--- src/rtl/uart_fifo_core.sv ---
// uart_fifo_core: UART core with programmable baud-tick divider, OSR oversampling,
// TX/RX FIFOs with valid/ready handshakes, per-frame RX error flags and a
// sticky overrun flag. ctrl_word: [1:0] data bits-5, [2] even parity,
// [3] parity disabled, [4] long stop.
// Optional build macro: UART_MAJORITY_EN selects 2-of-3 majority RX sampling
// (centre-1, centre, centre+1); otherwise one sample at the centre tick.
module uart_fifo_core #(
  parameter int OSR        = 16,
  parameter int FIFO_DEPTH = 8,
  parameter int DIV_W      = 12,
  localparam int LVL_W     = $clog2(FIFO_DEPTH) + 1
) (
  input  logic             clk,
  input  logic             rst,
  input  logic [DIV_W-1:0] baud_div,
  input  logic [4:0]       ctrl_word,
  input  logic [7:0]       tx_data,
  input  logic             tx_valid,
  output logic             tx_ready,
  output logic             tx_out,
  output logic             tx_busy,
  output logic [LVL_W-1:0] tx_level,
  input  logic             rx_in,
  output logic [7:0]       rx_data,
  output logic             rx_frame_err,
  output logic             rx_parity_err,
  output logic             rx_valid,
  input  logic             rx_ready,
  output logic [LVL_W-1:0] rx_level,
  output logic             rx_overrun,
  input  logic             rx_ovr_clr
);
  localparam int AW = $clog2(FIFO_DEPTH);
  localparam int TW = $clog2(2 * OSR) + 1;

  typedef enum logic [2:0] {
    S_IDLE = 3'd0, S_START = 3'd1, S_DATA = 3'd2, S_PAR = 3'd3, S_STOP = 3'd4
  } state_t;

  // Even parity is the XOR of the active data bits, odd parity its inverse.
  function automatic logic calc_parity(input logic [7:0] data, input logic [1:0] len, input logic even);
    logic [7:0] mask;
    case (len)
      2'd0:    mask = 8'h1F;
      2'd1:    mask = 8'h3F;
      2'd2:    mask = 8'h7F;
      default: mask = 8'hFF;
    endcase
    calc_parity = even ? ^(data & mask) : ~(^(data & mask));
  endfunction

  // ---------------- baud tick ----------------
  logic [DIV_W-1:0] div_q, div_d;
  logic             tick_s;

  // Tick generator: >= lets the counter recover at once if baud_div shrinks.
  always_comb begin
    tick_s = (div_q >= baud_div);
    if (tick_s) div_d = '0;
    else        div_d = div_q + DIV_W'(1);
  end

  // ---------------- TX FIFO ----------------
  logic [7:0]       tx_mem_q [FIFO_DEPTH];
  logic [AW-1:0]    tx_wr_q, tx_rd_q;
  logic [LVL_W-1:0] tx_cnt_q, tx_cnt_d;
  logic             tx_push_s, tx_pop_s, tx_load_s, tx_empty_s;
  logic [7:0]       tx_head_s;

  assign tx_ready   = (tx_cnt_q != LVL_W'(FIFO_DEPTH));
  assign tx_push_s  = tx_valid && tx_ready;
  assign tx_empty_s = (tx_cnt_q == '0);
  assign tx_head_s  = tx_mem_q[tx_rd_q];
  assign tx_level   = tx_cnt_q;

  // TX occupancy: simultaneous push and pop cancel.
  always_comb begin
    tx_cnt_d = tx_cnt_q;
    if (tx_push_s && !tx_pop_s)      tx_cnt_d = tx_cnt_q + LVL_W'(1);
    else if (!tx_push_s && tx_pop_s) tx_cnt_d = tx_cnt_q - LVL_W'(1);
    else                             tx_cnt_d = tx_cnt_q;
  end

  // ---------------- TX FSM ----------------
  state_t        tx_state_q, tx_state_d;
  logic [TW-1:0] tx_tcnt_q, tx_tcnt_d, tx_stop_len_s;
  logic [2:0]    tx_bit_q, tx_bit_d;
  logic [7:0]    tx_shift_q, tx_shift_d;
  logic [1:0]    tx_len_q, tx_len_d;
  logic          tx_nopar_q, tx_nopar_d, tx_long_q, tx_long_d, tx_par_q, tx_par_d;
  logic          tx_out_q, tx_out_d, tx_busy_q, tx_busy_d;
  logic          tx_bit_end_s, tx_stop_end_s, tx_last_s;

  assign tx_stop_len_s = !tx_long_q ? TW'(OSR) : ((tx_len_q == 2'd0) ? TW'(OSR * 3 / 2) : TW'(2 * OSR));
  assign tx_bit_end_s  = tick_s && (tx_tcnt_q == TW'(OSR - 1));
  assign tx_stop_end_s = tick_s && (tx_tcnt_q == tx_stop_len_s - TW'(1));
  assign tx_last_s     = (tx_bit_q == ({1'b0, tx_len_q} + 3'd4));

  // TX next state: bit sequencing; a frame is loaded from IDLE or straight out of STOP.
  always_comb begin
    tx_state_d = tx_state_q;
    tx_bit_d   = tx_bit_q;
    tx_shift_d = tx_shift_q;
    tx_len_d   = tx_len_q;
    tx_nopar_d = tx_nopar_q;
    tx_long_d  = tx_long_q;
    tx_par_d   = tx_par_q;
    tx_load_s  = 1'b0;
    tx_pop_s   = 1'b0;
    if (tx_state_q != S_IDLE && tick_s) tx_tcnt_d = tx_tcnt_q + TW'(1);
    else                                tx_tcnt_d = tx_tcnt_q;
    case (tx_state_q)
      S_IDLE: begin
        if (!tx_empty_s) tx_load_s = 1'b1;
        else             tx_load_s = 1'b0;
      end
      S_START: begin
        if (tx_bit_end_s) begin
          tx_state_d = S_DATA;
          tx_tcnt_d  = '0;
          tx_bit_d   = 3'd0;
        end else begin
          tx_state_d = S_START;
        end
      end
      S_DATA: begin
        if (tx_bit_end_s) begin
          tx_tcnt_d  = '0;
          tx_shift_d = tx_shift_q >> 1;
          if (tx_last_s) tx_state_d = tx_nopar_q ? S_STOP : S_PAR;
          else           tx_bit_d   = tx_bit_q + 3'd1;
        end else begin
          tx_state_d = S_DATA;
        end
      end
      S_PAR: begin
        if (tx_bit_end_s) begin
          tx_state_d = S_STOP;
          tx_tcnt_d  = '0;
        end else begin
          tx_state_d = S_PAR;
        end
      end
      S_STOP: begin
        if (tx_stop_end_s) begin
          tx_tcnt_d = '0;
          if (!tx_empty_s) tx_load_s  = 1'b1;
          else             tx_state_d = S_IDLE;
        end else begin
          tx_state_d = S_STOP;
        end
      end
      default: tx_state_d = S_IDLE;
    endcase
    if (tx_load_s) begin
      tx_pop_s   = 1'b1;
      tx_state_d = S_START;
      tx_tcnt_d  = '0;
      tx_shift_d = tx_head_s;
      tx_len_d   = ctrl_word[1:0];
      tx_nopar_d = ctrl_word[3];
      tx_long_d  = ctrl_word[4];
      tx_par_d   = calc_parity(tx_head_s, ctrl_word[1:0], ctrl_word[2]);
    end else begin
      tx_pop_s = 1'b0;
    end
  end

  // TX outputs decoded from the next state so the pins come straight from flops.
  always_comb begin
    tx_out_d = 1'b1;
    case (tx_state_d)
      S_START: tx_out_d = 1'b0;
      S_DATA:  tx_out_d = tx_shift_d[0];
      S_PAR:   tx_out_d = tx_par_d;
      default: tx_out_d = 1'b1;
    endcase
    tx_busy_d = (tx_state_d != S_IDLE) || (tx_cnt_d != '0);
  end

  assign tx_out  = tx_out_q;
  assign tx_busy = tx_busy_q;

  // ---------------- RX path ----------------
  logic rx_meta_q, rx_s_q, rx_prev_q, rx_fall_s, rx_smp_s;
`ifdef UART_MAJORITY_EN
  logic [1:0] hist_q;
  assign rx_smp_s = (hist_q[1] & hist_q[0]) | (hist_q[1] & rx_s_q) | (hist_q[0] & rx_s_q);
`else
  logic hist_q;
  assign rx_smp_s = hist_q;
`endif
  assign rx_fall_s = rx_prev_q && !rx_s_q;

  state_t        rx_state_q, rx_state_d;
  logic [TW-1:0] rx_ph_q, rx_ph_d;
  logic [2:0]    rx_bit_q, rx_bit_d;
  logic [7:0]    rx_dat_q, rx_dat_d;
  logic [3:0]    rx_ctrl_q, rx_ctrl_d;
  logic          rx_perr_q, rx_perr_d, rx_ferr_s, rx_done_s, rx_bit_end_s;

  assign rx_bit_end_s = tick_s && (rx_ph_q == TW'(OSR - 1));

  // RX next state: start qualification, centre sampling, first stop bit check.
  always_comb begin
    rx_state_d = rx_state_q;
    rx_bit_d   = rx_bit_q;
    rx_dat_d   = rx_dat_q;
    rx_ctrl_d  = rx_ctrl_q;
    rx_perr_d  = rx_perr_q;
    rx_ferr_s  = 1'b0;
    rx_done_s  = 1'b0;
    if (rx_state_q != S_IDLE && tick_s) rx_ph_d = rx_ph_q + TW'(1);
    else                                rx_ph_d = rx_ph_q;
    case (rx_state_q)
      S_IDLE: begin
        if (rx_fall_s) begin
          rx_state_d = S_START;
          rx_ctrl_d  = ctrl_word[3:0];
          rx_ph_d    = '0;
          rx_bit_d   = 3'd0;
          rx_dat_d   = 8'h00;
          rx_perr_d  = 1'b0;
        end else begin
          rx_state_d = S_IDLE;
        end
      end
      S_START: begin
        if (tick_s && rx_ph_q == TW'(OSR / 2)) begin
          rx_ph_d    = '0;
          rx_state_d = rx_smp_s ? S_IDLE : S_DATA;
        end else begin
          rx_state_d = S_START;
        end
      end
      S_DATA: begin
        if (rx_bit_end_s) begin
          rx_ph_d            = '0;
          rx_dat_d[rx_bit_q] = rx_smp_s;
          if (rx_bit_q == ({1'b0, rx_ctrl_q[1:0]} + 3'd4)) rx_state_d = rx_ctrl_q[3] ? S_STOP : S_PAR;
          else                                             rx_bit_d   = rx_bit_q + 3'd1;
        end else begin
          rx_state_d = S_DATA;
        end
      end
      S_PAR: begin
        if (rx_bit_end_s) begin
          rx_ph_d    = '0;
          rx_perr_d  = rx_smp_s ^ calc_parity(rx_dat_q, rx_ctrl_q[1:0], rx_ctrl_q[2]);
          rx_state_d = S_STOP;
        end else begin
          rx_state_d = S_PAR;
        end
      end
      S_STOP: begin
        if (rx_bit_end_s) begin
          rx_done_s  = 1'b1;
          rx_ferr_s  = !rx_smp_s;
          rx_state_d = S_IDLE;
        end else begin
          rx_state_d = S_STOP;
        end
      end
      default: rx_state_d = S_IDLE;
    endcase
  end

  // ---------------- RX FIFO ----------------
  logic [9:0]       rx_mem_q [FIFO_DEPTH];
  logic [AW-1:0]    rx_wr_q, rx_rd_q;
  logic [LVL_W-1:0] rx_cnt_q, rx_cnt_d;
  logic             rx_full_s, rx_push_s, rx_pop_s, rx_ovr_q, rx_ovr_d;
  logic [9:0]       rx_head_s;

  assign rx_full_s = (rx_cnt_q == LVL_W'(FIFO_DEPTH));
  assign rx_valid  = (rx_cnt_q != '0);
  assign rx_pop_s  = rx_valid && rx_ready;
  assign rx_push_s = rx_done_s && (!rx_full_s || rx_pop_s);
  assign rx_head_s = rx_valid ? rx_mem_q[rx_rd_q] : 10'h000;
  assign rx_data       = rx_head_s[7:0];
  assign rx_frame_err  = rx_head_s[8];
  assign rx_parity_err = rx_head_s[9];
  assign rx_level      = rx_cnt_q;
  assign rx_overrun    = rx_ovr_q;

  // RX occupancy and sticky overrun; a new overrun beats a same-cycle clear.
  always_comb begin
    rx_cnt_d = rx_cnt_q;
    if (rx_push_s && !rx_pop_s)      rx_cnt_d = rx_cnt_q + LVL_W'(1);
    else if (!rx_push_s && rx_pop_s) rx_cnt_d = rx_cnt_q - LVL_W'(1);
    else                             rx_cnt_d = rx_cnt_q;
    if (rx_done_s && !rx_push_s) rx_ovr_d = 1'b1;
    else if (rx_ovr_clr)         rx_ovr_d = 1'b0;
    else                         rx_ovr_d = rx_ovr_q;
  end

  // FIFO storage arrays; contents need no reset as the levels gate visibility.
  always_ff @(posedge clk) begin
    if (tx_push_s) tx_mem_q[tx_wr_q] <= tx_data;
    if (rx_push_s) rx_mem_q[rx_wr_q] <= {rx_perr_q, rx_ferr_s, rx_dat_q};
  end

  // All control state with synchronous reset.
  always_ff @(posedge clk) begin
    if (rst) begin
      div_q      <= '0;
      tx_wr_q    <= '0;
      tx_rd_q    <= '0;
      tx_cnt_q   <= '0;
      tx_state_q <= S_IDLE;
      tx_tcnt_q  <= '0;
      tx_bit_q   <= 3'd0;
      tx_shift_q <= 8'h00;
      tx_len_q   <= 2'd0;
      tx_nopar_q <= 1'b0;
      tx_long_q  <= 1'b0;
      tx_par_q   <= 1'b0;
      tx_out_q   <= 1'b1;
      tx_busy_q  <= 1'b0;
      rx_meta_q  <= 1'b1;
      rx_s_q     <= 1'b1;
      rx_prev_q  <= 1'b1;
      hist_q     <= '1;
      rx_state_q <= S_IDLE;
      rx_ph_q    <= '0;
      rx_bit_q   <= 3'd0;
      rx_dat_q   <= 8'h00;
      rx_ctrl_q  <= 4'h0;
      rx_perr_q  <= 1'b0;
      rx_wr_q    <= '0;
      rx_rd_q    <= '0;
      rx_cnt_q   <= '0;
      rx_ovr_q   <= 1'b0;
    end else begin
      div_q      <= div_d;
      tx_wr_q    <= tx_push_s ? tx_wr_q + AW'(1) : tx_wr_q;
      tx_rd_q    <= tx_pop_s ? tx_rd_q + AW'(1) : tx_rd_q;
      tx_cnt_q   <= tx_cnt_d;
      tx_state_q <= tx_state_d;
      tx_tcnt_q  <= tx_tcnt_d;
      tx_bit_q   <= tx_bit_d;
      tx_shift_q <= tx_shift_d;
      tx_len_q   <= tx_len_d;
      tx_nopar_q <= tx_nopar_d;
      tx_long_q  <= tx_long_d;
      tx_par_q   <= tx_par_d;
      tx_out_q   <= tx_out_d;
      tx_busy_q  <= tx_busy_d;
      rx_meta_q  <= rx_in;
      rx_s_q     <= rx_meta_q;
      rx_prev_q  <= rx_s_q;
`ifdef UART_MAJORITY_EN
      hist_q     <= tick_s ? {hist_q[0], rx_s_q} : hist_q;
`else
      hist_q     <= tick_s ? rx_s_q : hist_q;
`endif
      rx_state_q <= rx_state_d;
      rx_ph_q    <= rx_ph_d;
      rx_bit_q   <= rx_bit_d;
      rx_dat_q   <= rx_dat_d;
      rx_ctrl_q  <= rx_ctrl_d;
      rx_perr_q  <= rx_perr_d;
      rx_wr_q    <= rx_push_s ? rx_wr_q + AW'(1) : rx_wr_q;
      rx_rd_q    <= rx_pop_s ? rx_rd_q + AW'(1) : rx_rd_q;
      rx_cnt_q   <= rx_cnt_d;
      rx_ovr_q   <= rx_ovr_d;
    end
  end
endmodule

--- config.mk ---
export PLATFORM = sky130hd
export DESIGN_NAME = uart_fifo_core
export DESIGN_NICKNAME = d
export VERILOG_FILES = /design/src/rtl/uart_fifo_core.sv
export SDC_FILE = /design/constraint.sdc
export NUM_CORES = 1
export LEC_CHECK = 0
export CAP_MARGIN = 15
export CORE_UTILIZATION = 54
export CTS_CLUSTER_SIZE = 25
export DETAILED_ROUTE_END_ITERATION = 16
export MAX_ROUTING_LAYER = met4
export PLACE_DENSITY = 0.85
export SLEW_MARGIN = 20
export SYNTH_ARGS = -nofsm -noshare
export SYNTH_HDL_FRONTEND = slang
export SYNTH_SLANG_ARGS = --single-unit
--- constraint.sdc ---
create_clock -name clk -period 3.4 [get_ports clk]
set_input_delay 0.68 -clock clk [delete_from_list [all_inputs] [get_ports clk]]
set_output_delay 0.68 -clock clk [all_outputs]
set_load 0.1 [all_outputs]
### Word level (Yosys, flattened, before mapping)

Memories as Yosys holds them, arrays and structs flattened. A register that Yosys moved wholly into a read port is not among the register bits.
Index checks and enable logic that the tools add are counted.
W data, S select, Z words.

* multiplexer cells: 81
* magnitude comparators: 3
* add/sub/neg operators: 16
* bitwise operators: 5
* equality and inequality tests: 31
* reduce and logical (&&, ||, !) cells: 55

Operator list (count)
* $mux W3: 22
* $mux W8: 8
* $mux W6: 9
* $pmux W8 S3: 2
* $pmux W3 S5: 2
* $mux W1: 20
* $add A3 B1 Y3 const B: 6
* $eq A3 B2 Y1 const B: 6
* $eq A6 B4 Y1 const B: 3
* $pmux W6 S3: 1
* $and A8 B8 Y8: 2
* $logic_and A1 B1 Y1: 16
* $mux W4: 4
* $pmux W8 S2: 1
* $reduce_xor A8 Y1: 2
* $ne A2 B2 Y1 const B: 7
* $reduce_bool A2 Y1: 7
* $add A12 B1 Y12 const B: 1
* $add A6 B1 Y6 const B: 2
* $ge A12 B12 Y1: 1
* $pmux W3 S2: 2
* $pmux W6 S2: 1
* $mux W10: 1
* $eq A3 B1 Y1 const B: 3
* other kinds (33): 62

* bits in registers: 89
* memories kept: 2
* word-level logic and storage cells: 222
* bits of input ports: 31
* bits in writable memories: 144

Memories
* rx_mem_q: depth 8, width 10, rd ports 1, clocked after Yosys merged registers in 1, wr ports 1, line 269 `logic [9:0] rx_mem_q [FIFO_DEPTH];`
* tx_mem_q: depth 8, width 8, rd ports 1, clocked after Yosys merged registers in 1, wr ports 1, line 64 `logic [7:0] tx_mem_q [FIFO_DEPTH];`

### Longest topological paths before layout

Gate-level depths: netlist (run 1).

* depth in word-level cells: 15
* mapped depth: 16
* depth with buffers taken out: 16

### Least setup slack after synthesis (run 1)

Ideal clock, no wire load.

* kind: flip-flop to flip-flop
* start: register tx_cnt_q[0] (netlist: tx_level[0])
* end: memory tx_mem_q[4][0] (enable)
* library setup time: 0.383 ns
* required time: 3.017 ns
* buffers on the path: 2
* setup slack: -0.712 ns
* clock period less this slack: 4.112 ns
* stages on the path, launching flop included: 9
* arrival: 3.728 ns
* cell sequence: dfxtp_1 clkbuf_1 inv_1 ha_1 nand3b_1 and2_1 buf_1 nand2_1 nor3_1

* longest elaborated chain between the ends: 4

RTL lines
* start, declared: line 66 `logic [LVL_W-1:0] tx_cnt_q, tx_cnt_d;`
* start signal, assigned: line 338 `tx_cnt_q <= tx_cnt_d;`
* $ne A4 B4 Y1: line 70 `assign tx_ready = (tx_cnt_q != LVL_W'(FIFO_DEPTH));`
* named net tx_ready: line 19 `output logic tx_ready,`
* $logic_and A1 B1 Y1: line 71 `assign tx_push_s = tx_valid && tx_ready;`
* $mux W1: line 299 `if (tx_push_s) tx_mem_q[tx_wr_q] <= tx_data;`
* $mux W1 (not written as such): line 299
* end, declared: line 64

The timed path passes the listed nets, and every way through them passes these cells.

### Worst setup path in the final report (run 1)

* start: register div_q[0]
* end: register rx_cnt_q[3] (netlist: rx_level[3])

* longest elaborated chain between the ends: 8
* elaborated cells on any way between the ends: 10
* those cells by class: order compare: 1; mux: 3; reduce/logical: 6

RTL lines
* start, declared: line 53 `logic [DIV_W-1:0] div_q, div_d;`
* start signal, assigned: line 335 `div_q <= div_d;`
* $ge A12 B12 Y1 (*): line 58 `tick_s = (div_q >= baud_div);`
* $logic_and A1 B1 Y1 (*): line 202 `assign rx_bit_end_s = tick_s && (rx_ph_q == TW'(OSR - 1));`
* $mux W1 (*): line 256 `if (rx_bit_end_s) begin`
* $mux W1 (*): line 215 `case (rx_state_q)`
* $logic_and A1 B1 Y1 (*): line 278 `assign rx_push_s = rx_done_s && (!rx_full_s || rx_pop_s);`
* named net rx_push_s: line 272 `logic rx_full_s, rx_push_s, rx_pop_s, rx_ovr_q, rx_ovr_d;`
* $logic_not A1 Y1: line 290 `else if (!rx_push_s && rx_pop_s) rx_cnt_d = rx_cnt_q - LVL_W'(1);`
* $logic_and A1 B1 Y1: line 290
* $reduce_bool A2 Y1 (no line)
* end signal, assigned: line 365 `rx_cnt_q <= rx_cnt_d;`
* end, declared: line 271 `logic [LVL_W-1:0] rx_cnt_q, rx_cnt_d;`

The timed path passes the listed nets; every way through them passes the cells marked *.
A chain may end at the register's enable or synchronous reset.

==> results of run 1 <==
[synth_stat cells (7+ instances only)]
library cell and number:
a211oi_1 10, a21oi_1 39, a31oi_1 11, and2_1 10, and3_1 11, clkbuf_1 22
dfxtp_1 95, edfxtp_1 144, ha_1 27, inv_1 28, mux2i_1 33, mux4_2 31
nand2_1 68, nand2b_1 15, nand3_1 20, nand4_1 7, nor2_1 86, nor2b_1 8
nor3_1 21, nor4_1 7, o211ai_1 10, o21a_1 7, o21ai_0 25, or3_1 8
xnor2_1 31, xor2_1 19
[cell type report]
class	instances	area (µm²)
Fill cell	1397	6560
Sequential cell	239	6240
Multi-Input combinational cell	568	4340
Timing Repair Buffer	115	1100
Clock buffer	31	648
Tap cell	265	332
Inverter	28	105
Clock inverter	11	72.6
[repair_timing]
| item | in CTS | in global routing |
|---|---|---|
| buffers inserted | 0 | 1 |
| setup endpoints to repair | 0 | 1 |
| hold buffers | 0 | 0 |
| gates resized for setup | 0 | 27 |
[registers in the layout (all words and copies together), names as in the netlist, 2 cells and up, named ones only]
register,flops
rx_mem_q,80
tx_mem_q,64
div_q,12
rx_dat_q,8
tx_shift_q,8
rx_ph_q,6
tx_tcnt_q,6
rx_ctrl_q,4
rx_level,4
tx_level,4
rx_bit_q,3
rx_rd_q,3
rx_state_q,3
rx_wr_q,3
tx_bit_q,3
tx_rd_q,3
tx_state_q,3
tx_wr_q,3
tx_len_q,2
[path summary, 6_finish.rpt]
check,start,endpoint,slack (ps),cells past startpoint
max,div_q[0],rx_level[3],220,16
min,rx_meta_q,rx_s_q,420,1
max reg2reg,div_q[0],rx_level[3],220,16
min reg2reg,rx_meta_q,rx_s_q,420,1
[per-stage QoR]
step / std cells / power (mW) / TNS, ps / hold WS [ps]
finish: 1257 / 7.62 / 0 / 420
global route: 1257 / 7.92 / 0 / 442
CTS: 1256 / 7.64 / 0 / 425
detailed placement: 1214 / 5.20 / -7690 / 408
global placement: 1214 / 5.16 / -2680 / 403
floorplan: 869 / 4.76 / 0 / 389
[worst max-delay path: cells and delay by family (launching register included)]
family	cells	cell delay [ps]
AO/OA/AOI/OAI	6	1050
AND/OR/NAND/NOR	4	780
adder cells (fa/ha/maj)	3	680
flip-flops	1	390
buffers and inverters	2	120
XOR/XNOR	1	90
[cell families after synthesis]
kind of cell / Yosys count / synth area share, %
fa+ha+maj: 28 / 3.35
buf+inv: 62 / 2.64
flops: 239 / 58.3
mux: 66 / 9.85
simple gates: 286 / 13.0
compound gates: 137 / 8.54
xor+xnor: 51 / 4.25
[layer usage]
| metal | track usage, % | wire (µm) | vias to the layer above |
|---|---|---|---|
| met4 | 8.04 | 555 | 0 |
| met5 | - | 0 | - |
| met3 | 2.52 | 1020 | 46 |
| li1 | - | - | 3434 |
| met1 | 27.5 | 9070 | 3469 |
| met2 | 39.2 | 11300 | 205 |
[power groups by stage]
| stage | Sequential (mW) | Combinational [mW] | Clock (mW) |
|---|---|---|---|
| after detailed placement | 3.45 | 1.75 | 0 |
| after CTS | 3.40 | 1.77 | 2.47 |
| final | 3.40 | 1.78 | 2.44 |
| after global placement | 3.44 | 1.71 | 0 |
| after global routing | 3.42 | 1.92 | 2.58 |
| after floorplan | 3.62 | 1.14 | 0 |
==> results.toml, run 1 <==
[run_status]
status = "finished, final reports clean"

[finish]
final_cell_mix = "144 x edfxtp_1, 87 x dfxtp_1, 82 x nor2_1"
fin_area_mm2 = 0.0128
drive_above_1_share_pct = 20.2
antenna_cells = 0
fin_util_pct = 66.2
layout_commonest_cell = "edfxtp_1"
area_growth_pct = 20.2
fin_nets = 1035

[logic_synthesis]
synth-seq-cells = 239
synthCells = 869
synthArstFlopShare_pct = 0
synth_top_area_share_pct = 40.5
yosys_warnings = 0
synth.area.top_cells = "edfxtp_1 41%, dfxtp_1 18%, mux4_2 6.5%, ha_1 3.2%, mux2i_1 3.1%"
netlist_area_mm2 = 0.0107
synth.distinct_cells = 66
synth.yosys.seq_area_share_pct = 58.3
avgSynthCellArea_um2 = 12.3
synth_edf_count = 144
synth.largest_area_cell = "edfxtp_1"
synth_ff_type = "edfxtp_1"
syn_nets = 928

[grt]
grt_overflow = 0
grt_max_degree = 56
grt_first_pass_wirelength_mm = 35.0
track_usage_pct = 22.7
antenna_found_initial = 0
grt_pass1_vias = 7096

[timing]
finalCritPeriodShare_pct = 93.6
worst_slack_ps = 219
finClkSkew_ps = 7.99
timing.fmax_ghz = 0.314
slew-limit-headroom_pct = 35.5
setup_violations = 0
finalHoldViolations = 0
min_period_ps = 3180
rsz0062_at_grt = "false"
final_max_slew_viol_count = 0
timing_worst_slew_pin_value_ps = 964

[job]
drv_cap = 0

[floorplan]
die_area_mm2 = 0.0203
coreArea_mm2 = 0.0194
io_pins = 54
chipHeight_um = 143
fp-row-count = 51
die_width_um = 143
floorplan.initialDensity_pct = 55.0

[setup_path]
worst_path_most_repeated_cell = "a21oi_2"
cp_slowest_stage_delay_ps = 390
startpoint_type = "flip-flop"
crit_chain = "inv_1 -> ha_1 -> nand2b_4 -> a2111oi_4 -> o31a_1 -> o21ai_2 -> nand3_2 -> nor2_2 -> ha_2 -> inv_2 -> ha_4 -> a21o_1 -> a21oi_2 -> xnor2_2 -> or3_4 -> a21oi_2"
critPathKind = "flip-flop to flip-flop"
critical_path.max_fanout = 5
cp_slowest_cell = "dfxtp_1"
required_ps = 3830
endpoint_kind = "flip-flop"
crit_arrival_ps = 3610

[cts]
cts-root-buf = "clkbuf_16"
cts_buffer_depth = 3
clk_latency_ps = 510
cts_tree = "built"
clk_pin_slew_worst_paths_ps = 60
h-tree-depth = 1
cts.sinks = 239
cts_buffers = 24

[place]
gp_congestion = 0.856
dpl_cell_area_mm2 = 0.0120
port-buffer-count = 53
dp_slack_ps = -509
place_hpwl_mm = 14.9

[power]
pwr-share-comb_pct = 23.4
p_int_mw = 5.39
p_sw_share_pct = 29.2
leakage_nw = 4.64
vdd_ir_drop_max_uv = 928
p_switching_mw = 2.23
clockPowerShare_pct = 32.0
power_density_mw_per_mm2 = 594
power_frac_seq_pct = 44.6

[routing]
remaining_drc_errors = 0
drt-initial-drc-count = 568
vias_per_cell = 5.69
routed_wl_mm = 21.9
post_drt_wl_per_cell_um = 17.4
firstDrtPassIters = 5
ant_nets = 0
via_count = 7154

[worst_hold_path]
hold_path.class = "flip-flop to flip-flop"
No activity file was read; power rests on OpenSTA's default activity.
==> run 2, diff against run 1 <==
--- a/config.mk
+++ b/config.mk
@@ -5,7 +5,6 @@
 export SDC_FILE = /design/constraint.sdc
 export NUM_CORES = 1
 export LEC_CHECK = 0
-export CAP_MARGIN = 15
 export CORE_UTILIZATION = 54
 export CTS_CLUSTER_SIZE = 25
 export DETAILED_ROUTE_END_ITERATION = 16
==> results of run 2 <==
No change in the layout: final DEF, timing and power equal those of run 1.
==> run 3, diff against run 2 <==
==> constraint.sdc (replaced) <==
create_clock -name clk -period 3.4 [get_ports clk]
set_input_delay 0.68 -clock clk [delete_from_list [all_inputs] [get_ports clk]]
set_output_delay 0.68 -clock clk [all_outputs]
set_load 0.01 [all_outputs]
==> results.toml, run 3 (synthesis gave the netlist of run 1 again) <==
[floorplan]
io_pins = 54
floorplan.initialDensity_pct = 55.0
fp-row-count = 51
die_width_um = 143
die_area_mm2 = 0.0203
chipHeight_um = 143
coreArea_mm2 = 0.0194

[worst_hold_path]
worstHoldStart = "rx_meta_q"
holdPathEnd = "rx_s_q"
hold_path.class = "flip-flop to flip-flop"
hold_depth = 1

[routing]
via_count = 7236
firstDrtPassIters = 5
routed_wl_mm = 22.5
remaining_drc_errors = 0
ant_nets = 0
post_drt_wl_per_cell_um = 17.9
vias_per_cell = 5.73
drt-initial-drc-count = 473

[finish]
fin_nets = 1038
reg_top3 = "rx_mem_q (80), tx_mem_q (64), div_q (12)"
antenna_cells = 0
final_cell_mix = "144 x edfxtp_1, 95 x dfxtp_1, 84 x nor2_1"
largest_register_ffs = 80
area_growth_pct = 20.5
drive_above_1_share_pct = 17.6
layout_commonest_cell = "edfxtp_1"
regMostFlops = "rx_mem_q"

[grt]
grt_pass1_vias = 7222
grt_max_degree = 31
track_usage_pct = 23.5
antenna_found_initial = 0
grt_overflow = 0
grt_first_pass_wirelength_mm = 36.0

[timing]
min_period_ps = 3380
finalCritPeriodShare_pct = 99.4
timing_worst_slew_pin_value_ps = 735
timing.fmax_ghz = 0.296
finalHoldViolations = 0
setup_violations = 0
slew-limit-headroom_pct = 50.6
fin_hold_ws_ps = 417
finClkSkew_ps = 23.8
final_max_slew_viol_count = 0

[setup_path]
endpoint_kind = "flip-flop"
reg2reg_to = "rx_level[3]"
reg2reg_from = "div_q[0]"
required_ps = 3840
reg2reg_depth = 16
critPathKind = "input pin to flip-flop"
crit_arrival_ps = 3820
startpoint_type = "input pin"
critical_path.max_fanout = 2
r2r_slack_ps = 110

[cts]
clk_pin_slew_worst_paths_ps = 60
h-tree-depth = 1
cts_buffer_depth = 3
clk_latency_ps = 530
cts_buffers = 25
cts.sinks = 239
cts_tree = "built"
cts-root-buf = "clkbuf_16"
cts_hold_buf = 0

[power]
clockPowerShare_pct = 36.3
power_frac_seq_pct = 43.7
p_int_mw = 5.68
power_density_mw_per_mm2 = 604
leakage_nw = 4.64
finalPower_mw = 7.77
p_switching_mw = 2.09
pwr-share-comb_pct = 19.9
p_sw_share_pct = 26.9
vdd_ir_drop_max_uv = 542

[place]
place_hpwl_mm = 14.6
gp_congestion = 0.874
port-buffer-count = 53

[run_status]
status = "finished, final reports clean"

[job]
drv_cap = 0
[run 3: changes by cell type in the layout (fill, tap and decap cells not counted), sizes merged]
| cell | previous run | this run |
|---|---|---|
| clkdlybuf4s50 | 23 | 46 |
| buf | 84 | 65 |
| bufinv | 1 | 4 |
| clkinvlp | 3 | 1 |
| dlymetal6s2s | 8 | 6 |
| inv | 28 | 30 |
| clkinv | 7 | 8 |
[run 3: final cells by class]
| type | count | area (µm²) |
|---|---|---|
| clock inverter | 15 | 194 |
| timing repair buffer | 117 | 1020 |
| fill | 1393 | 6530 |
| sequential | 239 | 6230 |
| inverter | 28 | 105 |
| tap | 265 | 332 |
| clock buffer | 31 | 668 |
| multi-input combinational | 568 | 4320 |
[run 3: through the flow]
stage / worst slack, ps / utilization [%] / instances / setup TNS (ps) / cell area, µm²
finish: 21.7 / 66.3 / 1263 / 0 / 12900
global route: -97.6 / 66.3 / 1263 / -97.6 / 12900
CTS: 1.31 / 65.6 / 1261 / 0 / 12700
detailed placement: -599 / 61.0 / 1214 / -10820 / 11800
global placement: -551 / 61.0 / 1214 / -9380 / 11800
floorplan: -123 / - / 869 / -123 / 10700
[run 3: how the worst max path moves through the flow]
| stage | endpoint | from |
|---|---|---|
| final | rx_level[3] | baud_div[0] |
| after global routing | rx_level[3] | baud_div[0] |
| after CTS | rx_level[3] | baud_div[5] |
| after detailed placement | rx_level[3] | baud_div[5] |
| after global placement | rx_level[3] | baud_div[5] |
| after floorplan | rx_level[3] | baud_div[0] |
[run 3: power groups by stage]
stage	Combinational (mW)	Sequential [mW]	Clock (mW)
final	1.55	3.40	2.82
after global routing	1.69	3.42	2.97
after CTS	1.54	3.40	2.86
after detailed placement	1.50	3.45	0
after global placement	1.46	3.44	0
after floorplan	1.12	3.40	0
[run 3: worst max-delay path, stage by stage]
cell             delay (ps)
clkdlybuf4s50_1         460
ha_1                    220
nand2b_4                140
a2111oi_4               320
o31a_1                  260
o21ai_2                 110
nand3_2                 120
nor2_2                   50
ha_2                    210
inv_2                    80
ha_4                    190
a21o_1                  170
a21oi_4                 150
xnor2_2                 100
or3_1                   420
a21oi_2                 140
[run 3: layer usage]
| metal | up-vias | routed length [µm] | global-route usage, % |
|---|---|---|---|
| met5 | - | 0 | - |
| met1 | 3536 | 9220 | 27.7 |
| met2 | 200 | 11800 | 41.3 |
| met4 | 0 | 669 | 8.21 |
| li1 | 3442 | - | - |
| met3 | 58 | 890 | 3.10 |
[run 3: what timing repair did]
action                                  4_1_cts  5_1_grt
pin swaps                                     0       21
endpoints found under the setup margin        1        2
gates resized for setup                       2       26
buffers inserted                              1        2
